--- src/rtl/mips_pipe_pkg.sv ---
// Shared pipeline definitions for the fetch/decode boundary.
package mips_pipe_pkg;

    localparam int unsigned INSTR_W = 32;
    localparam int unsigned PC_W    = 32;

    localparam logic [INSTR_W-1:0] NOP_INSTR = 32'h0000_0000;

    // One fetched instruction as held between IF and ID; pc occupies the upper bits.
    typedef struct packed {
        logic [PC_W-1:0]    pc;
        logic [INSTR_W-1:0] instr;
    } if_entry_t;

endpackage : mips_pipe_pkg

--- src/rtl/ifq_storage.sv ---
// Register-array storage for the fetch hold queue: one write port, one async read port.
module ifq_storage #(
    parameter int unsigned DEPTH  = 4,
    parameter int unsigned DATA_W = 64,
    localparam int unsigned PTR_W = $clog2(DEPTH)
) (
    input  logic              clk,
    input  logic              wr_en,
    input  logic [PTR_W-1:0]  wr_ptr,
    input  logic [DATA_W-1:0] wr_data,
    input  logic [PTR_W-1:0]  rd_ptr,
    output logic [DATA_W-1:0] rd_data
);

    logic [DATA_W-1:0] mem_q [DEPTH];

    // Data slots carry no reset; validity is tracked by the owner's occupancy.
    always_ff @(posedge clk) begin
        if (wr_en) begin
            mem_q[wr_ptr] <= wr_data;
        end
    end

    assign rd_data = mem_q[rd_ptr];

endmodule : ifq_storage

--- src/rtl/if_stall_hold_queue.sv ---
// IF->ID hold queue: buffers fetched {pc, instr}, freezes head on load-use stall,
// drops everything on flush, shows NOP when empty and tracks stall duration.
module if_stall_hold_queue #(
    parameter int unsigned INSTR_W     = mips_pipe_pkg::INSTR_W,
    parameter int unsigned PC_W        = mips_pipe_pkg::PC_W,
    parameter int unsigned DEPTH       = 4,
    parameter logic [INSTR_W-1:0] NOP_INSTR = mips_pipe_pkg::NOP_INSTR,
    parameter int unsigned STALL_MAX   = 8,
    parameter int unsigned STALL_CNT_W = 4
) (
    input  logic                     clk,
    input  logic                     rst,
    input  logic [INSTR_W-1:0]       in_instr,
    input  logic [PC_W-1:0]          in_pc,
    input  logic                     in_valid,
    output logic                     in_ready,
    input  logic                     lw_use_control_stall,
    input  logic                     flush,
    output logic [INSTR_W-1:0]       out_instr,
    output logic [PC_W-1:0]          out_pc,
    output logic                     out_valid,
    output logic [$clog2(DEPTH):0]   occupancy,
    output logic                     stall_timeout
);

    import mips_pipe_pkg::*;

    localparam int unsigned PTR_W   = $clog2(DEPTH);
    localparam int unsigned OCC_W   = PTR_W + 1;
    localparam int unsigned ENTRY_W = PC_W + INSTR_W;

    logic [PTR_W-1:0]       wr_ptr_q, wr_ptr_d;
    logic [PTR_W-1:0]       rd_ptr_q, rd_ptr_d;
    logic [OCC_W-1:0]       occ_q, occ_d;
    logic [STALL_CNT_W-1:0] stall_cnt_q, stall_cnt_d;
    logic                   stall_timeout_q, stall_timeout_d;
    logic                   push, pop;
    logic [ENTRY_W-1:0]     head_entry;

    // Readiness and head visibility come from registered occupancy only.
    assign in_ready  = (occ_q != OCC_W'(DEPTH));
    assign out_valid = (occ_q != '0);
    assign out_pc    = out_valid ? head_entry[ENTRY_W-1:INSTR_W] : '0;
    assign out_instr = out_valid ? head_entry[INSTR_W-1:0]       : NOP_INSTR;
    assign occupancy = occ_q;
    assign stall_timeout = stall_timeout_q;

    ifq_storage #(
        .DEPTH  (DEPTH),
        .DATA_W (ENTRY_W)
    ) u_storage (
        .clk     (clk),
        .wr_en   (push),
        .wr_ptr  (wr_ptr_q),
        .wr_data ({in_pc, in_instr}),
        .rd_ptr  (rd_ptr_q),
        .rd_data (head_entry)
    );

    // Next-state: flush dominates, otherwise independent push/pop and stall counting.
    always_comb begin
        wr_ptr_d        = wr_ptr_q;
        rd_ptr_d        = rd_ptr_q;
        occ_d           = occ_q;
        stall_cnt_d     = '0;
        stall_timeout_d = 1'b0;
        push            = in_valid & in_ready & ~flush;
        pop             = out_valid & ~lw_use_control_stall & ~flush;

        if (flush) begin
            wr_ptr_d = '0;
            rd_ptr_d = '0;
            occ_d    = '0;
        end else begin
            if (push) begin
                wr_ptr_d = wr_ptr_q + PTR_W'(1);
            end
            if (pop) begin
                rd_ptr_d = rd_ptr_q + PTR_W'(1);
            end
            if (push && !pop) begin
                occ_d = occ_q + OCC_W'(1);
            end else if (pop && !push) begin
                occ_d = occ_q - OCC_W'(1);
            end
            if (lw_use_control_stall) begin
                stall_cnt_d = (stall_cnt_q == '1) ? stall_cnt_q : stall_cnt_q + STALL_CNT_W'(1);
            end
        end

        stall_timeout_d = (stall_cnt_d >= STALL_CNT_W'(STALL_MAX));
    end

    // State registers with synchronous reset.
    always_ff @(posedge clk) begin
        if (rst) begin
            wr_ptr_q        <= '0;
            rd_ptr_q        <= '0;
            occ_q           <= '0;
            stall_cnt_q     <= '0;
            stall_timeout_q <= 1'b0;
        end else begin
            wr_ptr_q        <= wr_ptr_d;
            rd_ptr_q        <= rd_ptr_d;
            occ_q           <= occ_d;
            stall_cnt_q     <= stall_cnt_d;
            stall_timeout_q <= stall_timeout_d;
        end
    end

endmodule : if_stall_hold_queue

--- config.mk ---
export PLATFORM = sky130hd
export DESIGN_NAME = if_stall_hold_queue
export DESIGN_NICKNAME = d
export VERILOG_FILES = /design/src/rtl/mips_pipe_pkg.sv /design/src/rtl/ifq_storage.sv /design/src/rtl/if_stall_hold_queue.sv
export SDC_FILE = /design/constraint.sdc
export NUM_CORES = 1
export LEC_CHECK = 0
export CAP_MARGIN = 20
export CORE_MARGIN = 3
export CORE_UTILIZATION = 55
export CTS_BUF_LIST = sky130_fd_sc_hd__clkbuf_4 sky130_fd_sc_hd__clkbuf_8 sky130_fd_sc_hd__clkbuf_16
export CTS_CLUSTER_DIAMETER = 50
export DETAILED_ROUTE_END_ITERATION = 7
export GPL_ROUTABILITY_DRIVEN = 0
export PLACE_DENSITY = 0.83
export SKIP_LAST_GASP = 1
export SLEW_MARGIN = 20
export SYNTH_ARGS = -nofsm -noshare
export SYNTH_HDL_FRONTEND = slang
export SYNTH_SLANG_ARGS = --single-unit
--- constraint.sdc ---
create_clock -name clk -period 5 [get_ports clk]
set_input_delay 0.75 -clock clk [delete_from_list [all_inputs] [get_ports clk]]
set_output_delay 0.75 -clock clk [all_outputs]
set_load 0.01 [all_outputs]
# After elaboration in Yosys (flattened, before gate mapping)
# Memories as Yosys holds them, arrays and structs flattened. A register that Yosys moved wholly into a read port is not among the register bits.
# Index checks and enable logic that the tools add are counted.
[op_classes] reduce_logical=7 magnitude_cmp=1 n_addsub=5 muxes=11 mul=0 n_shift=0 div_mod_pow=0 eq_ne=2 n_bitwise=6
[ops] op="$mux W32" count=2
[ops] op="$mux W4" count=3
[ops] op="$mux W3" count=2
[ops] op="$add A2 B1 Y2 const B" count=2
[ops] op="$add A4 B1 Y4 const B" count=1
[ops] op="$and A1 B1 Y1" count=4
[ops] op="$eq A4 B4 Y1 const B" count=1
[ops] op="$ge A4 B4 Y1 const B" count=1
[ops] op="$mux W2" count=2
[ops] op="$add A3 B1 Y3 const B" count=1
[ops] op="$ne A3 B3 Y1 const B" count=1
[ops] op="$reduce_bool A3 Y1" count=1
[ops] op="$sub A3 B1 Y3 const B" count=1
[ops] op="$logic_and A1 B1 Y1" count=2
[ops] op="$logic_not A1 Y1" count=2
[ops] op="$mux W1" count=2
[ops] op="$not A1 Y1" count=2
[ops] op="$reduce_bool A2 Y1" count=1
[ops] op="$reduce_or A2 Y1" count=1
[totals] rom_bits=0 out_inout_bits=70 word_cells=38 inputBits=69 memories=1 latchBits=0 ramBits=256 regBits=12
[memory_table] memory="u_storage.mem_q" words=4 width=64 rd=1 rd_ports_with_merged_regs=1 write_ports=1 line="ifq_storage.sv:15" text="logic [DATA_W-1:0] mem_q [DEPTH];"

# Longest topological paths before layout
# Gate-level depths: netlist of run 1.
[logic_depth] ltp_word=7 mapped_depth=8

# By module
# A second synthesis of run 1 with hierarchy kept.
[unflattened] cells_unflattened=470 area_unflattened_um2=10348.7
[modules_own_cells] module="ifq_storage" area_each_um2=9341.5 seq_area_each_um2=7687.4 instances=1 cells_each=338
[modules_own_cells] module="if_stall_hold_queue" area_each_um2=1007.2 seq_area_each_um2=220.2 instances=1 cells_each=132

# Worst setup path after synthesis of run 1
# No wires, ideal clock.
[synth_timing] path_type="input-to-reg" start="input port in_valid" end="memory u_storage.mem_q[0][0] (enable)" path_buffers=0 stages=3 setup_slack_ns=1.912 t_required_ns=4.571 arrival_time_ns=2.659 path_cell_list="inv_1 > nor3_1 > and2_1"
[synth_between] elab_chain_len=4
[synth_lines] element="from (decl)" line="if_stall_hold_queue.sv:15" text="input logic in_valid,"
[synth_lines] element="$and A1 B1 Y1 (2 in a row)" line="if_stall_hold_queue.sv:67" text="push = in_valid & in_ready & ~flush;"
[synth_lines] element="named net push" line="if_stall_hold_queue.sv:37" text="logic push, pop;"
[synth_lines] element="$mux W1" line="ifq_storage.sv:19" text="if (wr_en) begin"
[synth_lines] element="$mux W1 (not written as such)" line="ifq_storage.sv:20" text="mem_q[wr_ptr] <= wr_data;"
[synth_lines] element="to (decl)" line="ifq_storage.sv:15"
# The timed path passes the listed nets, and every way through them passes these cells.

==> results of run 1 <==
routing by layer:
| layer | wire length, um | up-vias |
|---|---|---|
| li1 | - | 2228 |
| met1 | 7986 | 2640 |
| met2 | 9712 | 169 |
| met3 | 1148 | 39 |
| met4 | 480 | 0 |
| met5 | 0 | - |
registers in the layout, summed over array words and instances (netlist names), named ones only:
register / cells
u_storage.mem_q: 256
stall_cnt_q: 4
occupancy: 3
rd_ptr_q: 2
wr_ptr_q: 2
through the flow:
step / util [%] / area [um2]
after floorplan: - / 10380
after detailed placement: 65.05 / 11890
after global routing: 69.64 / 12720
after CTS: 69.64 / 12720
after global placement: 65.05 / 11890
final: 69.64 / 12720
cell type report:
| cell class | instances | area share, % |
|---|---|---|
| inverter | 6 | 0.1770 |
| multi-input combinational | 181 | 17.48 |
| tap | 229 | 2.252 |
| clock buffer | 31 | 5.546 |
| sequential | 269 | 62.52 |
| clock inverter | 17 | 1.042 |
| timing repair buffer | 140 | 10.97 |
power by group:
part	total [uW]	switching (uW)	internal, uW	leakage [uW]
clock	1890	778	1110	0.000410
combinational	326	143	183	0.00121
sequential	2530	18.5	2510	0.00243
worst max-delay path, cell delays in order (launching register included):
cell and delay [ns]:
dfxtp_4 0.93, buf_4 0.40, mux4_2 0.56, and2_1 0.17
clkdlybuf4s50_1 0.48
layout by cell type (no fill, tap or decap):
| cell type | synthesis | layout |
|---|---|---|
| clkinv_2 | 0 | 3 |
| clkinv_1 | 0 | 9 |
| edfxtp_1 | 256 | 256 |
| clkbuf_16 | 0 | 27 |
| a21oi_1 | 6 | 6 |
| or2_2 | 1 | 1 |
| fa_1 | 1 | 1 |
| dfxtp_1 | 13 | 11 |
| or3_1 | 4 | 4 |
| ha_1 | 6 | 6 |
| buf_4 | 0 | 2 |
| xor2_1 | 2 | 2 |
| nor3_1 | 2 | 2 |
| mux4_2 | 60 | 60 |
| clkbuf_4 | 0 | 4 |
| bufinv_16 | 0 | 2 |
| a211oi_1 | 1 | 1 |
| nand2b_1 | 1 | 1 |
| nor3_2 | 1 | 1 |
| nand2_1 | 2 | 2 |
| nand3_1 | 4 | 4 |
| clkdlybuf4s50_1 | 0 | 138 |
| mux2i_1 | 2 | 2 |
| and2_1 | 68 | 64 |
| xnor2_1 | 1 | 1 |
| clkinvlp_4 | 0 | 2 |
| nor2_1 | 8 | 8 |
| nor3b_1 | 1 | 1 |
| o21ai_0 | 5 | 5 |
| inv_2 | 0 | 1 |
| a31oi_1 | 1 | 1 |
| dfxtp_4 | 0 | 2 |
| mux4_1 | 4 | 4 |
| inv_1 | 6 | 5 |
| and2_4 | 0 | 4 |
| clkinv_4 | 0 | 1 |
kinds of logic after synthesis:
kind of cell / after synthesis / synth area share [%]
muxes: 66 / 14.22
xor gates and xnor gates: 3 / 0.2531
DFF: 269 / 76.56
adders and majority gates: 7 / 0.9160
AOI/OAI and AO/OA: 13 / 0.6629
buffers and inverters: 28 / 2.109
and+or+nand+nor: 92 / 5.279
how the worst max path moves through the flow:
stage               startpoint               endpoint  slack, ns  cells past startpoint
finish                register             out_pc[28]       1.18                      4
global placement      register          out_instr[21]       1.67                      4
CTS                   register          out_instr[12]       1.08                      4
floorplan             in_valid  u_storage.mem_q[0][0]       1.91                      3
detailed placement    register           out_instr[4]       1.64                      4
global route          register             out_pc[27]       0.94                      4
synthesized netlist by cell type:
| cell type | n | area [um2] |
|---|---|---|
| nor2_1 | 8 | 30.03 |
| mux4_1 | 4 | 105.1 |
| buf_2 | 6 | 30.03 |
| mux2i_1 | 2 | 20.02 |
| xnor2_1 | 1 | 8.760 |
| a211oi_1 | 1 | 7.510 |
| o21ai_0 | 5 | 25.02 |
| dfxtp_1 | 13 | 260.3 |
| inv_1 | 6 | 22.52 |
| nand3_1 | 4 | 20.02 |
| clkbuf_2 | 1 | 5.000 |
| a31oi_1 | 1 | 6.260 |
| clkbuf_1 | 8 | 30.03 |
| buf_12 | 6 | 120.1 |
| or2_2 | 1 | 6.260 |
| nand2b_1 | 1 | 6.260 |
| buf_6 | 1 | 11.26 |
| xor2_1 | 2 | 17.52 |
| nand2_1 | 2 | 7.510 |
| ha_1 | 6 | 75.07 |
| a21oi_1 | 6 | 30.03 |
| fa_1 | 1 | 20.02 |
| nor3b_1 | 1 | 7.510 |
| edfxtp_1 | 256 | 7687 |
| or3_1 | 4 | 25.02 |
| nor3_1 | 2 | 10.01 |
| nor3_2 | 1 | 10.01 |
| and2_1 | 68 | 425.4 |
| mux4_2 | 60 | 1351 |
==> flow_summary.yaml, run 1 <==
clock_tree:
  ctsResizeCount: 0
  clock_latency_ns: 0.51
  cts-root-buf: "clkbuf_16"
  ctsLongestPathBuffers: 3
  post_cts_hold_fix_bufs: 0
  number_of_buffers_created_by_cts: 27
  cts_tree: "done"
  cts_sinks: 269
  maximum_level_of_the_cts_h_tree: 1
  clkTransAtPathRegs_ns: 0.06
  cts_post_setup_buffers_inserted: 0
setup_path:
  critical_path_arrival_ns: 3.07
  setup.worst_path.class: "register to output port"
  worst-r2r-cell-count: 8
  crit_fanout: 41
  cp_data_required_time_ns: 4.25
  r2r_setup_slack_ns: 2.42
  critPathLaunchType: "register"
  reg2reg_to: "occupancy[2]"
  worstSetupEndpointType: "output port"
  crit-reg2reg-launch: "occupancy[0]"
logic_synthesis:
  synthCells: 478
  synth.yosys.seq_area_share_pct: 76.56
  synth_seq_cells: 269
  synthesis.area_per_instance_um2: 21.72
  synth.net_count: 554
  synth_cell_type_count: 29
  netlist_area_um2: 10380
  synth_warnings: 0
sta:
  final-max-slew-violation-count: 0
  totalNegativeSetupSlack_ns: 0
  hold-worst-slack_ns: 0.5083
  final.period_utilization_pct: 76.39
  period_minus_slack_ns: 3.820
  max_clock_freq_mhz: 261.8
  worst_tran_pin_value_ns: 1.014
  setup_repair_after_global_routing_missed_its_margin: "no"
  final_hold_viol_count: 0
  timing.final.ws_setup_ns: 1.180
  clock-skew-final_ns: 0.009121
  setup_viol: 0
  slew_headroom_pct: 32.40
finish:
  number_of_fill_cells_in_the_layout: 1114
  finalNetCount: 701
  final_std_cells_w_o_fill: 873
  ff_latch_area_um2: 7955
  multi_input_area_um2: 2225
  areaGrowthSynthToFinish_pct: 22.56
  antenna_cells_inserted: 0
  drive_gt1_share_pct: 17.08
floorplanning:
  die_w_um: 143.4
  num_io_pins: 139
  overall_die_area_um2: 20560
  core_region_area_um2: 18270
  die-height_um: 143.4
  floorplan.rows: 49
  initial_util_pct: 56.82
power_and_ir_drop:
  ir_drop_mv: 0.3391
  power_per_cell_area_nw_per_um2: 372.5
  cellLeakagePower_uw: 0.004047
  totalPowerFinal_uw: 4739
hold_path:
  holdCritStartpoint: "rd_ptr_q[1]"
  worstHoldPathCells: 2
  hold_class: "register to register"
placement:
  port_buffers: 138
  dp_worst_setup_slack_ns: 1.637
  dpl.cell_count: 825
  detailedPlacementHpwl_um: 10800
route:
  detail_route.drc_violations: 0
  detail_route.iter0.violations: 313
  via_per_inst: 5.814
  vias: 5076
  wl_per_cell_um: 22.14
  final_antenna_net_count: 0
  drt-pass1-iter-count: 5
  drt_wl_total_um: 19330
global_route:
  grt_antenna_before_repair: 0
  grt_pass1_vias: 5494
  globalRouteTotalUtil_pct: 19.04
  globalRoute.busiestLayer: "met2"
  met3_usage_pct: 4.260
  grt_use_met2_pct: 31.75
  globalRouteOverflowTotal: 0
  grt_first_pass_wirelength_um: 30150
  grt_util_met1_pct: 25.58
  grt_max_degree: 66
flow_run:
  drv.max_cap_violation_count: 0
outcome:
  outcome: "finished clean"
No activity file was read; power rests on OpenSTA's default activity.
==> run 2, diff against run 1 <==
==> constraint.sdc (replaced) <==
create_clock -name clk -period 3.9 [get_ports clk]
set_input_delay 0.585 -clock clk [delete_from_list [all_inputs] [get_ports clk]]
set_output_delay 0.585 -clock clk [all_outputs]
set_load 0.01 [all_outputs]
==> run 2 against run 1 <==
Against the previous run: highest routed layer unchanged; largest cell class unchanged; worst hold slack lost 0.0064 ns; flip-flop and latch count is the same; die area is the same.
==> flow_summary.yaml, run 2 (synthesis gave the netlist of run 1 again) <==
outcome:
  outcome: "finished clean"
power_and_ir_drop:
  ir_drop_mv: 0.3356
  power_per_cell_area_nw_per_um2: 471.4
  cellLeakagePower_uw: 0.004116
clock_tree:
  maximum_level_of_the_cts_h_tree: 1
  cts_post_setup_buffers_inserted: 0
  ctsLongestPathBuffers: 3
  ctsResizeCount: 0
  cts_sinks: 269
  clock_latency_ns: 0.51
  clkTransAtPathRegs_ns: 0.06
  cts-root-buf: "clkbuf_16"
  cts_tree: "done"
  post_cts_hold_fix_bufs: 0
  number_of_buffers_created_by_cts: 27
sta:
  totalNegativeSetupSlack_ns: 0
  final_hold_viol_count: 0
  slew_headroom_pct: 35.20
  final.period_utilization_pct: 87.64
  max_clock_freq_mhz: 292.6
  clock-skew-final_ns: 0.005895
  worst_tran_pin_value_ns: 0.9720
  period_minus_slack_ns: 3.418
  setup_viol: 0
  setup_repair_after_global_routing_missed_its_margin: "no"
  final-max-slew-violation-count: 0
global_route:
  grt_first_pass_wirelength_um: 30490
  globalRouteOverflowTotal: 0
  grt_pass1_vias: 5599
  globalRouteTotalUtil_pct: 19.44
  grt_antenna_before_repair: 0
  grt_max_degree: 65
finish:
  final_std_cells_w_o_fill: 882
  final_cell_mix: "edfxtp_1 (256), clkdlybuf4s50_1 (138), and2_1 (64)"
  drive_gt1_share_pct: 18.99
  areaGrowthSynthToFinish_pct: 23.56
  antenna_cells_inserted: 0
  layout.cells.most_common: "edfxtp_1"
  top_register: "u_storage.mem_q"
  largest_reg_flops: 256
  finalNetCount: 711
floorplanning:
  initial_util_pct: 56.82
  num_io_pins: 139
  die_w_um: 143.4
  die-height_um: 143.4
  overall_die_area_um2: 20560
  core_region_area_um2: 18270
  floorplan.rows: 49
setup_path:
  worst_path_max_stage_delay_ns: 0.80
  r2r_setup_slack_ns: 1.39
  reg2reg_to: "occupancy[2]"
  cp_data_required_time_ns: 3.31
  worst-r2r-cell-count: 8
  crit_fanout: 34
  critical_path.slowest_cell: "dfxtp_4"
  worstSetupEndpointType: "output port"
  critical_path.cell_chain: "buf_4 -> mux4_2 -> and2_1 -> clkdlybuf4s50_1"
  setup.worst_path.class: "register to output port"
  crit-reg2reg-launch: "occupancy[0]"
  critPathLaunchType: "register"
  critical_path_arrival_ns: 2.83
route:
  wl_per_cell_um: 22.40
  drt_wl_total_um: 19760
  via_per_inst: 5.737
  detail_route.drc_violations: 0
  detail_route.iter0.violations: 312
  vias: 5060
  drt-pass1-iter-count: 4
  final_antenna_net_count: 0
flow_run:
  drv.max_cap_violation_count: 0
hold_path:
  worstHoldPathCells: 2
  holdCritStartpoint: "rd_ptr_q[1]"
  hold_class: "register to register"
placement:
  dpl.cell_count: 835
  port_buffers: 138
  detailedPlacementHpwl_um: 12080
[run 2: worst max path at each step]
stage / from / to / slack, ns / depth (start not counted)
6_report: register / out_instr[20] / 0.48 / 4
5_1_grt: register / out_instr[20] / 0.31 / 4
4_1_cts: register / out_instr[20] / 0.40 / 4
3_5_place_dp: in_valid / u_storage.mem_q[3][40] / 0.86 / 5
3_3_place_gp: in_valid / u_storage.mem_q[3][40] / 0.94 / 5
2_1_floorplan: in_valid / u_storage.mem_q[0][0] / 0.98 / 3
[run 2: power by group]
part           total (uW)  internal, uW  switching, uW  leakage, uW
Clock                2380          1390            985     0.000416
Combinational         433           243            190      0.00127
Sequential           3240          3220           22.2      0.00243
Total                6050          4850           1200      0.00412
[run 2: stage by stage]
stage / worst slack, ns / power [uW] / hold slack (ns) / util [%] / cell area [um2]
2_1_floorplan: 0.9773 / 3481 / 0.4591 / - / 10380
3_3_place_gp: 0.9399 / 3718 / 0.4598 / 65.67 / 12000
3_5_place_dp: 0.8568 / 3737 / 0.4990 / 65.67 / 12000
4_1_cts: 0.3953 / 6098 / 0.5079 / 70.21 / 12830
5_1_grt: 0.3080 / 6250 / 0.5692 / 70.21 / 12830
6_report: 0.4819 / 6046 / 0.5019 / 70.21 / 12830
[run 2: area by class of cell]
class                   instances  area, um2
fillers                      1098       5443
repair buffers                150       1509
multi-input cells             181       2225
inverters                       6      22.52
well taps                     229      286.5
clock inverters                 9      46.29
clock buffers                  38      783.3
flip-flops and latches        269       7955
[run 2: layer usage]
layer	vias up	GRT usage [%]	part of all wire, %	wire [um]
met4	0	4.906	1.6	321
met5	-	0	0	0
met1	2600	24.80	40	7812
li1	2252	-	-	-
met3	30	4.958	7.5	1482
met2	178	33.84	51	10140
[run 2: worst max-delay path, delay by kind of cell, from the launching register on]
family | cells | cell delay (ns)
buf+inv | 2 | 0.81
flops | 1 | 0.80
mux | 1 | 0.51
simple gates | 1 | 0.18
